File: src/rtl/pipe_stage_reg.sv
// Generic Y86-64 pipeline-stage register with stall hold, bubble (nop) injection and sync reset.
// Define PIPE_STAGE_PERF_EN to build the saturating load/stall/bubble performance counters.
module pipe_stage_reg #(
  parameter int               WORD_W       = 64,
  parameter int               STAT_W       = 2,
  parameter logic [3:0]       BUBBLE_ICODE = 4'h1,
  parameter logic [STAT_W-1:0] BUBBLE_STAT = '0,
  parameter logic [3:0]       REG_NONE     = 4'hF,
  parameter int               CNT_W        = 32
) (
  input  logic              clk,
  input  logic              reset,
  input  logic              stall,
  input  logic              bubble,
  input  logic              in_valid,
  input  logic [STAT_W-1:0] in_stat,
  input  logic [3:0]        in_icode,
  input  logic [3:0]        in_ifun,
  input  logic [3:0]        in_rA,
  input  logic [3:0]        in_rB,
  input  logic [3:0]        in_dstE,
  input  logic [3:0]        in_dstM,
  input  logic [WORD_W-1:0] in_valC,
  input  logic [WORD_W-1:0] in_valA,
  input  logic [WORD_W-1:0] in_valB,
  output logic              out_valid,
  output logic [STAT_W-1:0] out_stat,
  output logic [3:0]        out_icode,
  output logic [3:0]        out_ifun,
  output logic [3:0]        out_rA,
  output logic [3:0]        out_rB,
  output logic [3:0]        out_dstE,
  output logic [3:0]        out_dstM,
  output logic [WORD_W-1:0] out_valC,
  output logic [WORD_W-1:0] out_valA,
  output logic [WORD_W-1:0] out_valB,
  output logic [CNT_W-1:0]  perf_loads,
  output logic [CNT_W-1:0]  perf_stalls,
  output logic [CNT_W-1:0]  perf_bubbles
);

  logic load_bubble;
  logic load_in;

  // Reset and bubble share the nop bundle; bubble beats stall, so a held bundle is discarded.
  assign load_bubble = reset | bubble;
  assign load_in     = ~reset & ~bubble & ~stall;

  always_ff @(posedge clk) begin
    if (load_bubble) begin
      out_valid <= 1'b0;
      out_stat  <= BUBBLE_STAT;
      out_icode <= BUBBLE_ICODE;
      out_ifun  <= 4'h0;
      out_rA    <= REG_NONE;
      out_rB    <= REG_NONE;
      out_dstE  <= REG_NONE;
      out_dstM  <= REG_NONE;
      out_valC  <= '0;
      out_valA  <= '0;
      out_valB  <= '0;
    end else if (load_in) begin
      out_valid <= in_valid;
      out_stat  <= in_stat;
      out_icode <= in_icode;
      out_ifun  <= in_ifun;
      out_rA    <= in_rA;
      out_rB    <= in_rB;
      out_dstE  <= in_dstE;
      out_dstM  <= in_dstM;
      out_valC  <= in_valC;
      out_valA  <= in_valA;
      out_valB  <= in_valB;
    end
  end

`ifdef PIPE_STAGE_PERF_EN
  localparam logic [CNT_W-1:0] CNT_ONE = {{(CNT_W-1){1'b0}}, 1'b1};

  logic [CNT_W-1:0] loads_q;
  logic [CNT_W-1:0] stalls_q;
  logic [CNT_W-1:0] bubbles_q;
  logic             stall_only;

  assign stall_only = ~reset & ~bubble & stall;

  // Each counter sticks at all-ones rather than wrapping.
  always_ff @(posedge clk) begin
    if (reset) begin
      loads_q   <= '0;
      stalls_q  <= '0;
      bubbles_q <= '0;
    end else begin
      if (load_in && in_valid && (loads_q != '1))
        loads_q <= loads_q + CNT_ONE;
      if (stall_only && (stalls_q != '1))
        stalls_q <= stalls_q + CNT_ONE;
      if (bubble && (bubbles_q != '1))
        bubbles_q <= bubbles_q + CNT_ONE;
    end
  end

  assign perf_loads   = loads_q;
  assign perf_stalls  = stalls_q;
  assign perf_bubbles = bubbles_q;
`else
  assign perf_loads   = '0;
  assign perf_stalls  = '0;
  assign perf_bubbles = '0;
`endif

endmodule

File: config.mk
export PLATFORM = sky130hd
export DESIGN_NAME = pipe_stage_reg
export DESIGN_NICKNAME = d
export VERILOG_FILES = /design/src/rtl/pipe_stage_reg.sv
export SDC_FILE = /design/constraint.sdc
export NUM_CORES = 1
export LEC_CHECK = 0
export BUFFER_PORTS_ARGS = -buffer_cell sky130_fd_sc_hd__buf_2
export CAP_MARGIN = 10
export CORE_AREA = 2 2 211 213
export DETAILED_ROUTE_END_ITERATION = 10
export DIE_AREA = 0 0 213 215
export GPL_TIMING_DRIVEN = 0
export PLACE_DENSITY = 0.42
export SYNTH_ARGS = -nofsm -noshare
export SYNTH_HDL_FRONTEND = slang
export SYNTH_SLANG_ARGS = --single-unit
File: constraint.sdc
create_clock -name clk -period 1.2 [get_ports clk]
set_clock_uncertainty 0.1 [all_clocks]
set_input_delay 0.12 -clock clk [delete_from_list [all_inputs] [get_ports clk]]
set_output_delay 0.12 -clock clk [all_outputs]
set_load 0.05 [all_outputs]
==> summary.md <==
| Metric | Value |
|---|---|
| Port Buffers | `440` |
| Final ANT Viol Nets | `0` |
| Gr ovfl total | `0` |
| Sequential-to-total area share from yosys stat | `between 50% and 60%` |
| Hold Fails Final Rpt | `0` |
| Placed insts | `1932` |
| Largest net degree at the start of global routing | `13` |
| CP Data Required Time | `0.98 ns` |
| Fin worst setup slack | `-0.0848 ns` |
| Synth Area in Compound Gates | `0%` |
| Num rows | `77` |
| Simple-gate area share of the yosys netlist | `9.72%` |
| Clock Tree Root | `clkbuf_16` |
| RSZ-0062 raised after global routing | `true` |
| CP Launch Point | `out_valA[34]` |
| Most frequent cells in the layout | `buf_2, dlygate4sd3_1, mux2i_1` |
| Crit-path max cell delay | `0.37 ns` |
| Synthesized cell area | `8560 sq um` |
| Gpl congestion | `0.775` |
| Adder-cell share of the synthesized area | `0%` |
| Clock Path Buffers | `3` |
| Switching power | `5.85 mW` |
| Startpoint types | `register` |
| First-pass iteration count of the detailed router | `4` |
| P&R area growth vs syn | `104%` |
| Final #Nets | `1828` |
| Starting density of the core | `19.6%` |
| Vias | `8107` |
| Iteration-0 DRC Markers | `209` |
| Delay-heaviest family, CP | `flip-flops` |
| Crit path buf inv count | `1` |
| CP max-delay cell | `dfxtp_4` |
| Hold Path Class | `input pin to register` |
| Critical path class | `register to primary output` |
| Warnings from Yosys | `0` |
| Seq pwr share | `38.5%` |
| Num CTS Buffers | `26` |
| Switch share | `28.9%` |
| Clock Power Share | `between 30% and 40%` |
| Post-place setup slack | `-0.314 ns` |
| Via density | `3.66` |
| Leak | `roughly 8.4 nW` |
| Die area | `45800 sq um` |
| Share of cells above drive strength 1 | `52.8%` |
| Worst vdd ir | `0.930 mV` |
| First-pass GRT wire length | `48500 microns` |
| CTS tree | `built` |
| Crit Path Max Fanout | `2` |
| Clk slew on worst S/H paths | `0.06 ns` |
| XOR/XNOR Fraction of Synth Area | `0%` |
| Drt wl/cell | `14.5 microns` |
| Power per cell area | `1150 nW/um^2` |
| # IOs | `between 500 and 600` |
| Largest family of logic cells by synthesized area | `multiplexers` |
| Internal Pwr Total | `14.4 mW` |
| Count of pins over their slew limit | `0` |
| Commonest non-fill, non-tap cell in the layout | `buf_2` |
| Achievable frequency | `778 MHz` |
| Synth cell types | `10` |
| Initial antenna violation count | `0` |
| Antenna Cells | `0` |
| Final setup viols | `219` |
| Layout Cells excl Fill | `2216` |
| Failing checks | `negative setup slack` |
| Mux contribution to synthesized area | `25.6%` |
| Worst Setup End Kind | `primary output` |
| Fin crit share | `107%` |
| CTS H-tree lvls | `1` |
| Max Cap Viol | `0` |
| DRC violations left | `0` |
| CTS sink count | `219` |
| Clk_lat worst skew | `0.53 ns` |
| Die width | `213 microns` |
| DP HPWL | `22600 microns` |
| Final wirelength | `32100 microns` |
| Mapped Cells | `805` |
| CP Cell Sequence | `buf_8` |
| Total Routing Usage GR | `13.5%` |
| Outcome | `finished with violations` |
| Number of global-route vias before repair | `8624` |
| FF+latch count, synth | `219` |
| Chip height | `~220 microns` |
| Worst Path Arrival | `approximately 1.1 ns` |
| Core area | `~44000 sq um` |
| Hold_sp | `stall` |
| Worst reg2reg startpoint | `out_valC[47]` |
| Gate power share | `22.4%` |
| Syn_area_per_cell | `10.6 sq um` |
| Minimum clock period after layout | `1.28 ns` |
-- Yosys cell counts (all sizes together) --
library cell / n / area (sq um)
conb: 1 / 3.75
nor2: 203 / 762
dfxtp: 219 / 4380
mux2i: 219 / 2190
buf: 142 / 1140
nand2: 17 / 63.8
clkbuf: 3 / 11.3
or2: 1 / 6.26
-- repair_timing --
action                                 CTS  global route
gates resized for setup                840            33
setup endpoints to repair              219           224
endpoints found under the hold margin  219             0
pin swaps                                0             0
setup buffers                            3            14
hold buffers                           221             0
-- power by group through the flow --
stage / clock [mW] / combinational, mW / sequential, mW
3_3_place_gp: 0 / 3.43 / 7.78
6_report: 7.92 / 4.52 / 7.77
3_5_place_dp: 0 / 3.45 / 7.79
4_1_cts: 8.23 / 4.48 / 7.77
2_1_floorplan: 0 / 1.75 / 8.62
5_1_grt: 8.59 / 4.78 / 7.79
-- logic make-up after synthesis --
family / Yosys count
buffers and inverters: 145
flip-flops: 219
multiplexers: 219
other: 1
AND/OR/NAND/NOR: 221
-- per-layer routing --
layer / share of wire (%) / vias to the layer above / wire length (microns) / track usage [%]
met5: 0 / - / 0 / 0
met4: 2.4 / 0 / 786 / 4.31
met3: 7.2 / 43 / 2310 / 3.42
met2: 52 / 288 / 16700 / 25.0
met1: 38 / 3735 / 12300 / 15.0
li1: - / 4041 / - / -
-- sequential cells by signal, summed over array words and instances, names as in the netlist --
register   count
out_valA      64
out_valB      64
out_icode      4
out_stat       2
out_dstE       4
out_valid      1
out_valC      64
out_ifun       4
out_rA         4
out_dstM       4
out_rB         4
-- metrics by stage --
| step | instance area, sq um | hold WS [ns] | utilization [%] | setup TNS, ns | total power [mW] |
|---|---|---|---|---|---|
| 6_report | 17500 | 0.0203 | 40.1 | -10.09 | 20.2 |
| 5_1_grt | 17500 | 0.0342 | 40.1 | -21.74 | 21.2 |
| 4_1_cts | 17300 | 0.00335 | 39.6 | -17.80 | 20.5 |
| 3_5_place_dp | 11900 | 0.240 | 27.2 | -12.71 | 11.2 |
| 3_3_place_gp | 11900 | 0.230 | 27.2 | -8.39 | 11.2 |
| 2_1_floorplan | 8920 | 0.145 | - | 0 | 10.4 |
-- layout make-up --
class / count / area (sq um)
multi-input combinational: 536 / 3380
fill: 4247 / 26100
clock inverter: 6 / 62.6
sequential: 219 / 4680
timing repair buffer: 678 / 6700
buffer: 144 / 1150
tap: 592 / 741
clock buffer: 41 / 798
-- worst paths after layout --
kind | to | slack [ns] | cells after the start
setup / recovery | out_valA[34] | -0.08 | 1
hold / removal | out_icode[3] | 0.02 | 4
hold reg to reg | out_rB[2] | 0.39 | 2
setup reg to reg | out_valC[47] | 0.31 | 3
(Power assumes the default switching activity.)
